--- src/rtl/demod_pkg.sv ---
// demod_pkg
// Shared definitions for the demodulation accumulator: controller state
// encoding and the default counter / result widths.
package demod_pkg;

  localparam int DEMOD_CNT_WIDTH = 24;
  localparam int DEMOD_OUT_WIDTH = 32;

  typedef enum logic [1:0] {
    IDLE  = 2'd0,
    ACCUM = 2'd1,
    DONE  = 2'd2
  } demod_state_t;

endpackage

--- src/rtl/acc_shift_sat.sv ---
// acc_shift_sat
// Combinational scaling of a wide signed record sum down to a 32-bit result:
// arithmetic right shift by OUT_SHIFT (floor rounding) followed by clamping
// to the signed 32-bit range.
//
// Ports
//   acc_in   in  ACC_WIDTH  signed record sum
//   sat_out  out 32         shifted and clamped result
//   clamped  out 1          high when the shifted value did not fit in 32 bits
module acc_shift_sat
  import demod_pkg::*;
#(
  parameter int ACC_WIDTH = 56,
  parameter int OUT_SHIFT = 16
) (
  input  logic signed [ACC_WIDTH-1:0]       acc_in,
  output logic signed [DEMOD_OUT_WIDTH-1:0] sat_out,
  output logic                              clamped
);

  localparam int OW = DEMOD_OUT_WIDTH;

  // >>> on a signed operand shifts in copies of the sign bit, which is
  // exactly floor division by 2^OUT_SHIFT.
  function automatic logic signed [ACC_WIDTH-1:0] shift_floor(
    input logic signed [ACC_WIDTH-1:0] v
  );
    return v >>> OUT_SHIFT;
  endfunction

  // The value fits in OW bits when every bit from the top down to the OW
  // sign position is identical.
  function automatic logic fits_out(input logic signed [ACC_WIDTH-1:0] v);
    logic [ACC_WIDTH-OW:0] hi;
    hi = v[ACC_WIDTH-1:OW-1];
    return (&hi) || (~|hi);
  endfunction

  function automatic logic signed [OW-1:0] sat32(
    input logic signed [ACC_WIDTH-1:0] v
  );
    if (fits_out(v)) begin
      return v[OW-1:0];
    end else if (v[ACC_WIDTH-1]) begin
      return {1'b1, {(OW-1){1'b0}}};
    end else begin
      return {1'b0, {(OW-1){1'b1}}};
    end
  endfunction

  logic signed [ACC_WIDTH-1:0] shifted;

  always_comb begin
    shifted = shift_floor(acc_in);
    sat_out = sat32(shifted);
    clamped = !fits_out(shifted);
  end

endmodule

--- src/rtl/demod_accumulator.sv ---
// demod_accumulator
// Integrates signed ADC x sine products over triggered records. Each record
// of num_samples valid products yields one scaled, saturated 32-bit word;
// after num_records records the acquisition completes with a done pulse.
//
// Ports
//   clk            in  1          system clock, rising edge
//   rst            in  1          asynchronous active-high reset
//   arm            in  1          start / restart pulse, latches the counts
//   num_samples    in  CNT_WIDTH  products per record
//   num_records    in  CNT_WIDTH  records per acquisition
//   product_in     in  DATA_WIDTH signed product
//   product_valid  in  1          qualifies product_in
//   sum_out        out 32         signed scaled record sum (held)
//   sum_valid      out 1          one-cycle strobe for sum_out
//   busy           out 1          acquisition in progress
//   done           out 1          one-cycle pulse at acquisition end
//   overflow       out 1          sticky: an emitted result was clamped
module demod_accumulator
  import demod_pkg::*;
#(
  parameter int DATA_WIDTH = 32,
  parameter int ACC_WIDTH  = 56,
  parameter int CNT_WIDTH  = DEMOD_CNT_WIDTH,
  parameter int OUT_SHIFT  = 16
) (
  input  logic                              clk,
  input  logic                              rst,
  input  logic                              arm,
  input  logic [CNT_WIDTH-1:0]              num_samples,
  input  logic [CNT_WIDTH-1:0]              num_records,
  input  logic signed [DATA_WIDTH-1:0]      product_in,
  input  logic                              product_valid,
  output logic signed [DEMOD_OUT_WIDTH-1:0] sum_out,
  output logic                              sum_valid,
  output logic                              busy,
  output logic                              done,
  output logic                              overflow
);

  demod_state_t state_q, state_d;

  logic [CNT_WIDTH-1:0]        num_samples_q, num_records_q;
  logic [CNT_WIDTH-1:0]        sample_idx, record_idx;
  logic signed [ACC_WIDTH-1:0] acc;
  logic signed [ACC_WIDTH-1:0] product_ext;
  logic signed [ACC_WIDTH-1:0] final_sum;

  logic                              counts_ok;
  logic                              last_sample;
  logic                              last_record;
  logic                              accept;
  logic                              emit;
  logic signed [DEMOD_OUT_WIDTH-1:0] sat_value;
  logic                              clamped;

  always_comb begin
    counts_ok   = (num_samples != '0) && (num_records != '0);
    last_sample = (sample_idx == num_samples_q - CNT_WIDTH'(1));
    last_record = (record_idx == num_records_q - CNT_WIDTH'(1));
    product_ext = ACC_WIDTH'(product_in);
    // The closing sample is folded in here so the record result is available
    // in the same cycle the sample arrives, keeping records back-to-back.
    final_sum   = acc + product_ext;
  end

  acc_shift_sat #(
    .ACC_WIDTH (ACC_WIDTH),
    .OUT_SHIFT (OUT_SHIFT)
  ) u_shift_sat (
    .acc_in  (final_sum),
    .sat_out (sat_value),
    .clamped (clamped)
  );

  // State register
  always_ff @(posedge clk or posedge rst) begin
    if (rst) begin
      state_q <= IDLE;
    end else begin
      state_q <= state_d;
    end
  end

  // Next-state logic; arm has priority everywhere and restarts the acquisition
  always_comb begin
    state_d = state_q;
    unique case (state_q)
      IDLE, DONE: begin
        if (arm) begin
          state_d = counts_ok ? ACCUM : DONE;
        end else begin
          state_d = IDLE;
        end
      end
      ACCUM: begin
        if (arm) begin
          state_d = counts_ok ? ACCUM : DONE;
        end else if (product_valid && last_sample && last_record) begin
          state_d = DONE;
        end
      end
      default: state_d = IDLE;
    endcase
  end

  // Output / qualifier logic
  always_comb begin
    busy   = (state_q == ACCUM);
    accept = (state_q == ACCUM) && !arm && product_valid;
    emit   = accept && last_sample;
  end

  // Stage p0: accumulate, emit record result, strobes
  always_ff @(posedge clk or posedge rst) begin
    if (rst) begin
      num_samples_q <= '0;
      num_records_q <= '0;
      sample_idx    <= '0;
      record_idx    <= '0;
      acc           <= '0;
      sum_out       <= '0;
      sum_valid     <= 1'b0;
      done          <= 1'b0;
      overflow      <= 1'b0;
    end else begin
      sum_valid <= emit;
      // done lines up with the final sum_valid, and with the cycle after a
      // zero-count arm.
      done      <= (state_d == DONE);
      if (arm) begin
        num_samples_q <= num_samples;
        num_records_q <= num_records;
        sample_idx    <= '0;
        record_idx    <= '0;
        acc           <= '0;
        overflow      <= 1'b0;
      end else if (accept) begin
        if (last_sample) begin
          acc        <= '0;
          sample_idx <= '0;
          record_idx <= record_idx + CNT_WIDTH'(1);
          sum_out    <= sat_value;
          overflow   <= overflow | clamped;
        end else begin
          acc        <= final_sum;
          sample_idx <= sample_idx + CNT_WIDTH'(1);
        end
      end
    end
  end

endmodule

--- config.mk ---
export PLATFORM = sky130hd
export DESIGN_NAME = demod_accumulator
export DESIGN_NICKNAME = d
export VERILOG_FILES = /design/src/rtl/demod_pkg.sv /design/src/rtl/acc_shift_sat.sv /design/src/rtl/demod_accumulator.sv
export SDC_FILE = /design/constraint.sdc
export NUM_CORES = 1
export LEC_CHECK = 0
export CORE_ASPECT_RATIO = 1.4
export CORE_MARGIN = 2
export CORE_UTILIZATION = 41
export CTS_BUF_LIST = sky130_fd_sc_hd__clkbuf_8
export DETAILED_ROUTE_END_ITERATION = 6
export GPL_TIMING_DRIVEN = 1
export PLACE_DENSITY_LB_ADDON = 0.15
export SETUP_SLACK_MARGIN = 0.3
export SKIP_CTS_REPAIR_TIMING = 1
export SLEW_MARGIN = 40
export SYNTH_ARGS = -nofsm -noshare
export SYNTH_HDL_FRONTEND = slang
export SYNTH_SLANG_ARGS = --single-unit
--- constraint.sdc ---
create_clock -name clk -period 12.98 [get_ports clk]
set_input_delay 3.245 -clock clk [delete_from_list [all_inputs] [get_ports clk]]
set_output_delay 3.245 -clock clk [all_outputs]
set_load 0.1 [all_outputs]
# Word-level counts from Yosys, hierarchy flattened
# Index checks and enable logic that the tools add are counted.
# classes
reduce_logical	20
mux	19
n_addsub	5
n_eq_ne	5
bitwise_logic	2
# ops
op	count
$mux 56	3
$mux 24	6
$mux 32	2
$add 56x32->56	1
$add 24x1->24 const B	2
$eq 24x24->1	2
$reduce_bool 24->1	2
$sub 24x1->24 const B	2
$reduce_and 9->1	1
$reduce_or 9->1	1
$mux 2	4
$logic_and 1x1->1	6
$eq 2x2->1 const B	2
$pmux 2 s2	1
$reduce_bool 2->1	2
$logic_not 1->1	3
$mux 1	3
$reduce_and 3->1	1
$eq 2x1->1 const B	1
$logic_not 2->1	1
$reduce_and 2->1	1
$reduce_or 2->1	1
$logic_or 1x1->1	1
$not 1->1	1
$or 1x1->1	1
# totals
out_inout_bits	36
inputBits	84
regBits	189
word_cells	61

# Depth between registers and ports, before layout
# Gate-level depths: netlist (run 1).
# logic_depth
ltp_word	9
mapped_depth	15
ltp_nobuf	13

# Modules after synthesis
# Synthesis (run 1) repeated with hierarchy kept, for this count alone.
# hier_totals
cells_unflattened	1422
hier_area_um2	13055.0
# by_module_without_submodules
mod	cells_each	area_per_inst_um2	instances
demod_accumulator	1337	12490.7	1
acc_shift_sat	85	564.3	1

# Worst setup path after synthesis (run 1)
# OpenSTA, ideal clock, no wires.
# synth_path
path_type	input port to flip-flop
from	input port product_in[0]
to	register sum_out[12]
arrival_time_ns	6.200
n_path_buf	1
required_time_ns	12.827
stages	14
slack_ns	6.627
path_cell_list	ha_1 -> inv_1 -> fa_1 -> nor2b_1 -> o2111ai_1 -> a21oi_1 -> o21ai_0 -> o31ai_1 -> a21oi_1 -> xor2_1 -> nand3_1 -> o31ai_1 -> clkbuf_1 -> o311ai_0
# synth_via
elab_chain_len	5
elab_cells_between_ends	7
classes_between	1 x add/sub; 2 x mux; 4 x reduce/logical
# synth_rtl
item	line	text
from (decl)	demod_accumulator.sv:32	input logic signed [DATA_WIDTH-1:0] product_in,
$add 56x32->56 (*)	demod_accumulator.sv:64	final_sum = acc + product_ext;
$reduce_or 9->1	acc_shift_sat.sv:36	return (&hi) || (~|hi);
$logic_not 1->1	acc_shift_sat.sv:36	
$logic_or 1x1->1	acc_shift_sat.sv:36	
$mux 32 (*)	acc_shift_sat.sv:42	if (fits_out(v)) begin
to (signal assigned)	demod_accumulator.sv:143	sum_out <= sat_value;
to (decl)	demod_accumulator.sv:34	output logic signed [DEMOD_OUT_WIDTH-1:0] sum_out,
# Mark *: on every way between the ends. The rest lies on a longest branch, timed or not.
# A chain may end at the register's enable or synchronous reset.

# Worst setup path after layout (run 1)
# layout_path
from	input port product_in[0]
to	register sum_out[26]
# Same word-level chain as after synthesis.

==> results of run 1 <==
synth_stat cells, drive strengths merged, types with 5 or more instances:
cell type,number,share of area
o31a,5,0.0033
nor4b,5,0.0033
nand3b,8,0.0046
xnor2,91,0.061
nor3,45,0.019
dfrtp,189,0.36
nor2,118,0.034
nand3,32,0.012
o311ai,14,0.0094
nor4,37,0.020
a22o,25,0.017
or2,6,0.0029
o211ai,27,0.015
mux2,46,0.040
o2111ai,5,0.0033
o31ai,19,0.011
buf,10,0.0049
clkbuf,69,0.020
and3,13,0.0062
mux2i,5,0.0038
nand2,185,0.054
nand4,40,0.019
nor2b,15,0.0072
or3,13,0.0062
a21o,19,0.011
o21ai,102,0.039
inv,31,0.0089
o21a,14,0.0080
nor3b,7,0.0040
or4,9,0.0052
o21bai,12,0.0069
nand2b,11,0.0053
a31oi,11,0.0053
a21oi,96,0.037
ha,59,0.056
xor2,51,0.034
layout make-up:
class / count / area, sq um
fill: 3068 / 16700
multi-input combinational: 1203 / 7980
sequential: 189 / 4730
timing repair buffer: 131 / 1100
tap: 395 / 494
clock buffer: 18 / 248
clock inverter: 14 / 150
inverter: 32 / 133
cell families (layout without fill, tap and decap cells):
family                   after synthesis  in the layout  synth area share
XOR/XNOR                             143            143            0.0967
buffers and inverters                111            195            0.0338
AND/OR/NAND/NOR                      556            556             0.210
AO/OA/AOI/OAI                        393            393             0.197
multiplexers                          51             51            0.0434
flip-flops                           189            189             0.361
adder cells (fa/ha/maj)               60             60            0.0579
final timing paths:
check / slack (ps) / from / endpoint
worst max-delay path: 5760 / product_in[0] / sum_out[26]$_DFFE_PP0P_
worst min-delay path: 490 / acc[6]$_DFFE_PP0P_ / acc[6]$_DFFE_PP0P_
worst max register to register: 7690 / num_samples_q[5]$_DFFE_PP0P_ / overflow$_DFFE_PP0P_
worst min register to register: 490 / acc[6]$_DFFE_PP0P_ / acc[6]$_DFFE_PP0P_
max in group asynchronous: 8620 / rst / sample_idx[15]$_DFFE_PP0P_
min in group asynchronous: 3270 / rst / sum_out[30]$_DFFE_PP0P_
worst min-delay path: cells and delay by family, from the launching register on:
| kind | cells | cell delay [ps] |
|---|---|---|
| DFF | 1 | 360 |
| and+or+nand+nor | 1 | 50 |
| AOI/OAI and AO/OA | 1 | 50 |
flip-flops by register name (all words and copies together), names as in the netlist, 2 cells and up:
name	flops
record_idx	24
state_q	2
acc	56
num_records_q	24
num_samples_q	24
sample_idx	24
sum_out	32
routing by layer:
| layer | routed length (um) | vias up | track usage | share of wire |
|---|---|---|---|---|
| li1 | - | 5635 | - | - |
| met1 | 15900 | 5682 | 0.278 | 0.41 |
| met2 | 20500 | 276 | 0.437 | 0.52 |
| met3 | 1310 | 85 | 0.0309 | 0.033 |
| met4 | 1530 | 0 | 0.108 | 0.039 |
| met5 | 0 | - | 0 | 0 |
where the power goes:
group	total [uW]	internal [uW]	leakage [uW]	switching, uW
Sequential	662	625	0.00251	36.9
Clock	414	192	0.000218	222
Combinational	460	180	0.00338	281
stage by stage:
stage                util  cells  area, sq um  power, uW  hold slack, ps
finish              0.471   1982        14800       1540             491
detailed placement  0.458   1950        14400       1130             475
global placement    0.463   1949        14600       1130             466
CTS                 0.471   1982        14800       1550             497
global route        0.471   1982        14800       1630             522
floorplan               -   1503        13100        984             453
==> impl_metrics.json, run 1 <==
{
  "worst_pin_slew_ps": 779,
  "grt_pass1_vias": 11700,
  "start_util": 0.416,
  "ys_seq_elements": 189,
  "cts_buffers": 17,
  "path_common_cell": "a21oi_1",
  "cp_max_fo": 29,
  "rsz0062_at_grt": "false",
  "cp.depth": 15,
  "synth_edf_count": 0,
  "mostFrequentLayoutCells": "dfrtp_1 (189), nand2_1 (184), nor2_1 (117), o21ai_0 (101), a21oi_1 (94)",
  "crit_path_end_kind": "flip-flop",
  "period_share": 0.556,
  "rows": 77,
  "first_pass_iters": 5,
  "ant_nets": 0,
  "cp.arrival_ps": 7580,
  "area_growth_pct": 13.2,
  "finalWorstSetupSlack_ps": 5760,
  "overflow": 0,
  "worstSkewPairLatency_ps": 510,
  "synthDistinctLibCells": 80,
  "post-route-min-period_ps": 7220,
  "final_common_cell": "dfrtp_1",
  "finish.net_count": 1718,
  "async_flop_share": 1.00,
  "netlist_area_sq_mm": 0.0131,
  "reg2reg_depth": 11,
  "synth_flop_cell": "dfrtp_1",
  "power.leakage_uw": 0.00610,
  "die-area_sq_mm": 0.0334,
  "netlist_instances": 1503,
  "min_path_cells": 2,
  "io_buffers": 119,
  "post_drt_wl_per_cell_um": 19.8,
  "clock_skew_ps": 11.4,
  "hpwl_um": 29600,
  "io_pins": 120,
  "antenna_found_initial": 0,
  "cts_tree": "built",
  "tns_ps": 0,
  "drv_slew": 0,
  "gp_congestion": 0.927,
  "grt_max_degree": 130,
  "htreeDepth": 4,
  "yosys_warnings": 0,
  "critPathSlowestCell": "o31ai_1",
  "clock-sinks": 189,
  "cap_violations": 0,
  "power_density_mw_per_mm2": 104,
  "min_path_type": "reg -> reg",
  "status": "completed",
  "hold_viol": 0,
  "irDropWorstVdd_uv": 53.5,
  "core_sq_mm": 0.0315,
  "fp.dieW_um": 155,
  "die_h_um": 216,
  "cp_slowest_stage_delay_ps": 740,
  "antenna_cells": 0,
  "clk_pin_slew_ps": 90,
  "critPathLaunchType": "input pin",
  "drc_errors": 0,
  "syn_area_per_cell_sq_um": 8.72,
  "worstPathRequired_ps": 13340,
  "cp_top_family": "compound AO/OA/AOI/OAI gates",
  "crit_buf_inv": 3,
  "track_usage": 0.240,
  "drive_gt1_frac": 0.0958,
  "path_class": "in -> reg",
  "cts_root_buf": "clkbuf_8",
  "place_ws_ps": 5290,
  "worstPathCellList": "clkdlybuf4s50_1 > ha_1 > inv_1 > fa_1 > nor2b_1 > o2111ai_1 > a21oi_1 > o21ai_1 > o31ai_1 > a21oi_1 > xor2_1 > nand3_1 > o31ai_4 > buf_4 > o311ai_0",
  "ys_seq_area_frac": 0.361,
  "dr.first_iter.drc_count": 624,
  "clockBufferDepth": 2,
  "viasPerCell": 5.89,
  "wl_um": 39200,
  "vias": 11700,
  "synth_fp_nets": 1647,
  "grt_pass1_wl_um": 63000,
  "fmax_mhz": 138,
  "slew_headroom": 0.473,
  "setup_violations": 0
}
Note: power is estimated with default switching activity, not from simulation.
==> inputs of run 2 (changes only) <==
==> constraint.sdc (replaced) <==
create_clock -name clk -period 6.5 [get_ports clk]
set_input_delay 1.625 -clock clk [delete_from_list [all_inputs] [get_ports clk]]
set_output_delay 1.625 -clock clk [all_outputs]
set_load 0.1 [all_outputs]
==> run 2 against run 1 <==
Combinational power increased by 100%. Global-route usage shrank 0.67 points. Register-to-register slack worse by 5700 ps. Flip-flop and latch count unchanged. Routed wire length decreased by 1.6%. Clock-buffer cell count decreased by 1. Clock power up 110%. Sequential power grew 99%. Final cell count is 0.40% higher. Sequential share of layout area is 0.31 points lower. Highest routed layer unchanged.
==> impl_metrics.json, run 2 (synthesis results as in run 1) <==
{
  "status": "completed",
  "critPathLaunchType": "input pin",
  "finalWorstSetupSlack_ps": 763,
  "rows": 77,
  "period_share": 0.883,
  "cp.arrival_ps": 6100,
  "regToRegStartpoint": "num_samples_q[5]$_DFFE_PP0P_",
  "r2r_end": "sum_out[7]$_DFFE_PP0P_",
  "hp-start": "acc[3]$_DFFE_PP0P_",
  "drv_slew": 0,
  "crit_path_end_kind": "flip-flop",
  "place_ws_ps": 329,
  "fmax_mhz": 174,
  "wl_um": 38600,
  "cp_top_family": "compound AO/OA/AOI/OAI gates",
  "finish.net_count": 1725,
  "first_pass_iters": 5,
  "area_growth_pct": 14.3,
  "viasPerCell": 5.81,
  "grt_pass1_vias": 11700,
  "fp.dieW_um": 155,
  "finalCoreUtilization": 0.475,
  "power_density_mw_per_mm2": 208,
  "track_usage": 0.233,
  "clk_pin_slew_ps": 100,
  "io_buffers": 119,
  "regMostFlops": "acc",
  "start_util": 0.416,
  "post_drt_wl_per_cell_um": 19.4,
  "clock_skew_ps": 21.3,
  "final_common_cell": "dfrtp_1",
  "worstPathRequired_ps": 6860,
  "vias": 11600,
  "io_pins": 120,
  "post-route-min-period_ps": 5740,
  "drc_errors": 0,
  "setup_violations": 0,
  "slew_headroom": 0.441,
  "dr.first_iter.drc_count": 629,
  "crit_buf_inv": 2,
  "hpwl_um": 29300,
  "gp_congestion": 0.965,
  "power.leakage_uw": 0.00614,
  "cap_violations": 0,
  "worstSkewPairLatency_ps": 520,
  "largest_register_ffs": 56,
  "irDropWorstVdd_uv": 122,
  "grt_max_degree": 81,
  "fillCellCount": 3049,
  "min_path_cells": 2,
  "core_sq_mm": 0.0315,
  "htreeDepth": 4,
  "worst_pin_slew_ps": 830,
  "rsz0062_at_grt": "false",
  "critPathSlowestCell": "clkdlybuf4s50_1",
  "grt_pass1_wl_um": 61400,
  "reg2reg_depth": 12,
  "cp_slowest_stage_delay_ps": 820,
  "largestRegisters": "acc (56), sum_out (32)",
  "ff_latch_area_sq_mm": 0.00473,
  "min_path_type": "reg -> reg",
  "ant_nets": 0,
  "cts_buffers": 17,
  "hold_viol": 0,
  "clockBufferDepth": 2,
  "path_class": "in -> reg",
  "cp_max_fo": 29,
  "holdPathEnd": "acc[3]$_DFFE_PP0P_",
  "worstPathCellList": "clkdlybuf4s50_1 > ha_1 > a21oi_1 > o21ai_0 > a21oi_1 > a211o_1 > and3_1 > a41o_1 > nor2_1 > nand3_1 > o31ai_4 > buf_4 > o311ai_0",
  "multi_input_area_sq_mm": 0.00798,
  "overflow": 0,
  "path_common_cell": "a21oi_1",
  "clock-sinks": 189,
  "finalPower_uw": 3110,
  "antenna_found_initial": 1,
  "die_h_um": 216,
  "startpoint": "product_in[31]",
  "cts_tree": "built",
  "drive_gt1_frac": 0.100,
  "reg2reg_slack_ps": 2000,
  "tns_ps": 0,
  "mostFrequentLayoutCells": "dfrtp_1 (189), nand2_1 (184), nor2_1 (117), o21ai_0 (102), a21oi_1 (94)",
  "die-area_sq_mm": 0.0334,
  "cts_root_buf": "clkbuf_8"
}
## run 2: power by group
group | switching (uW) | leakage (uW) | internal [uW]
clock | 477 | 0.000210 | 393
sequential | 75.5 | 0.00251 | 1250
combinational | 555 | 0.00343 | 367
total | 1110 | 0.00614 | 2010
## run 2: cell type report
type                            count  share of cell area
Antenna cell                        1            0.000167
Clock buffer                       17              0.0156
Clock inverter                     15              0.0136
Inverter                           32             0.00827
Multi-Input combinational cell   1203               0.533
Sequential cell                   189               0.316
Tap cell                          395              0.0330
Timing Repair Buffer              138              0.0810
## run 2: worst register-to-register path: cells and delay by family (launching register included)
family | cells | cell delay [ps]
AO/OA/AOI/OAI | 3 | 550
buffers and inverters | 2 | 480
flip-flops | 1 | 480
AND/OR/NAND/NOR | 7 | 2890
## run 2: worst max path at each step
stage               slack, ps  cells after the start                      end
finish                    760                     13   sum_out[7]$_DFFE_PP0P_
global route              560                     13  sum_out[17]$_DFFE_PP0P_
CTS                       910                     13   sum_out[7]$_DFFE_PP0P_
detailed placement        330                     13   sum_out[7]$_DFFE_PP0P_
global placement          330                     13  sum_out[12]$_DFFE_PP0P_
floorplan                1770                     14  sum_out[12]$_DFFE_PP0P_
## run 2: layer usage
metal  global-route usage  vias up  wire [um]
li1                     -     5640          -
met1                0.263     5624      15700
met2                0.437      233      20700
met3               0.0345       65       1070
met4               0.0858        0       1090
met5                    0        -          0
## run 2: metrics by stage
stage / instance area, sq um / hold slack [ps] / instances
floorplan: 13100 / 453 / 1503
global placement: 14600 / 467 / 1954
detailed placement: 14500 / 476 / 1955
CTS: 14900 / 499 / 1987
global route: 15000 / 517 / 1990
finish: 15000 / 491 / 1990
==> inputs of run 3 (changes only) <==
--- a/config.mk
+++ b/config.mk
@@ -6,8 +6,8 @@
 export NUM_CORES = 1
 export LEC_CHECK = 0
 export CORE_ASPECT_RATIO = 1.4
-export CORE_MARGIN = 2
-export CORE_UTILIZATION = 41
+export CORE_MARGIN = 5
+export CORE_UTILIZATION = 30
 export CTS_BUF_LIST = sky130_fd_sc_hd__clkbuf_8
 export DETAILED_ROUTE_END_ITERATION = 6
 export GPL_TIMING_DRIVEN = 1
==> run 3 against run 2 <==
Flip-flop and latch count did not move. Via count rose by 0.72%. Largest cell class unchanged. Sequential power hardly changed.
==> impl_metrics.json, run 3 (synthesis results as in run 1) <==
{
  "start_util": 0.304,
  "multi_input_area_sq_mm": 0.00797,
  "drive_gt1_frac": 0.102,
  "wl_um": 42800,
  "fp.dieW_um": 187,
  "regMostFlops": "acc",
  "dr.first_iter.drc_count": 704,
  "viasPerCell": 5.41,
  "rsz0062_at_grt": "false",
  "fmax_mhz": 176,
  "io_buffers": 119,
  "cp_top_family": "compound AO/OA/AOI/OAI gates",
  "fillCellCount": 4506,
  "post_drt_wl_per_cell_um": 19.9,
  "final_common_cell": "dfrtp_1",
  "post-route-min-period_ps": 5680,
  "largest_register_ffs": 56,
  "core_sq_mm": 0.0431,
  "crit_path_end_kind": "flip-flop",
  "htreeDepth": 4,
  "cp.arrival_ps": 6060,
  "die_h_um": 257,
  "path_class": "in -> reg",
  "grt_pass1_vias": 11900,
  "mostFrequentLayoutCells": "dfrtp_1 (189), nand2_1 (184), nor2_1 (117), o21ai_0 (102), a21oi_1 (94)",
  "min_path_type": "reg -> reg",
  "cts_buffers": 17,
  "ant_nets": 0,
  "rows": 90,
  "irDropWorstVdd_uv": 148,
  "place_area_sq_mm": 0.0148,
  "setup_violations": 0,
  "power.leakage_uw": 0.00618,
  "hold_viol": 0,
  "fin_area_sq_mm": 0.0152,
  "track_usage": 0.176,
  "finish.net_count": 1730,
  "worstPathRequired_ps": 6880,
  "clock-sinks": 189,
  "hpwl_um": 32900,
  "power_density_mw_per_mm2": 208,
  "critPathSlowestCell": "o31ai_1",
  "clock_skew_ps": 21.0,
  "io_pins": 120,
  "critPathLaunchType": "input pin",
  "largestRegisters": "acc (56), sum_out (32)",
  "overflow": 0,
  "slew_headroom": 0.465,
  "cap_violations": 0,
  "vias": 11600,
  "cp_slowest_stage_delay_ps": 720,
  "cts_tree": "built",
  "area_growth_pct": 16.0,
  "antenna_found_initial": 1,
  "gp_congestion": 0.960,
  "crit_buf_inv": 3,
  "period_share": 0.874,
  "worst_pin_slew_ps": 791,
  "drc_errors": 0,
  "grt_pass1_wl_um": 67800,
  "finalCoreUtilization": 0.352,
  "path_common_cell": "a21oi_1",
  "drv_slew": 0,
  "clockBufferDepth": 2,
  "first_pass_iters": 6,
  "die-area_sq_mm": 0.0480,
  "worstSkewPairLatency_ps": 520,
  "tns_ps": 0,
  "cts_root_buf": "clkbuf_8",
  "cp_max_fo": 16,
  "clk_pin_slew_ps": 100,
  "worstPathCellList": "clkdlybuf4s50_1 > ha_1 > inv_1 > fa_1 > nor2b_1 > o2111ai_1 > a21oi_1 > o21ai_0 > o31ai_1 > a21oi_1 > xor2_1 > nor4_2 > a21oi_2 > buf_4 > o211ai_1",
  "reg2reg_slack_ps": 2020,
  "status": "completed",
  "ff_latch_area_sq_mm": 0.00473,
  "grt_max_degree": 89
}
==> run 3: metrics by stage <==
stage                     power [uW]  std cells  hold slack (ps)  setup slack (ps)
after floorplan                 1960       1503              453              1770
after global placement          2290       2117              468               420
after detailed placement        2290       2119              474               367
after CTS                       3200       2151              496               926
after global routing            3330       2152              526               542
final                           3150       2152              489               821
==> run 3: worst paths after layout <==
check | start | end | depth (start not counted)
max in group asynchronous | rst | num_records_q[10]$_DFFE_PP0P_ | 5
worst max register to register | acc[0]$_DFFE_PP0P_ | sum_out[14]$_DFFE_PP0P_ | 14
worst min-delay path | acc[29]$_DFFE_PP0P_ | acc[29]$_DFFE_PP0P_ | 2
worst max-delay path | product_in[0] | sum_out[14]$_DFFE_PP0P_ | 15
min in group asynchronous | rst | acc[4]$_DFFE_PP0P_ | 3
worst min register to register | acc[29]$_DFFE_PP0P_ | acc[29]$_DFFE_PP0P_ | 2
==> run 3: final cells by class <==
| class | count | share of cell area |
|---|---|---|
| Inverter | 32 | 0.00815 |
| Antenna cell | 1 | 0.000165 |
| Timing Repair Buffer | 143 | 0.0817 |
| Multi-Input combinational cell | 1203 | 0.525 |
| Sequential cell | 189 | 0.311 |
| Tap cell | 552 | 0.0455 |
| Clock inverter | 12 | 0.0105 |
| Clock buffer | 20 | 0.0181 |
==> run 3: power breakdown <==
part / leakage, uW / internal, uW / switching, uW
logic: 0.00344 / 369 / 578
clock network: 0.000227 / 415 / 467
registers: 0.00251 / 1250 / 76.7
==> run 3: worst register-to-register path, cell delays in order (launching register included) <==
cell and delay [ps]:
dfrtp_1 370, ha_1 170, inv_1 50, fa_1 400, nor2b_1 170, o2111ai_1 210
a21oi_1 280, o21ai_0 280, o31ai_1 720, a21oi_1 160, xor2_1 350, nor4_2 120
a21oi_2 650, buf_4 300, o211ai_1 110
==> run 3: routing by layer <==
| layer | vias to the layer above | global-route usage | share of wire | routed length [um] |
|---|---|---|---|---|
| met5 | - | 0 | 0 | 0 |
| met1 | 5649 | 0.195 | 0.40 | 17000 |
| met2 | 256 | 0.333 | 0.54 | 23000 |
| li1 | 5659 | - | - | - |
| met3 | 81 | 0.0270 | 0.029 | 1240 |
| met4 | 0 | 0.0705 | 0.038 | 1610 |
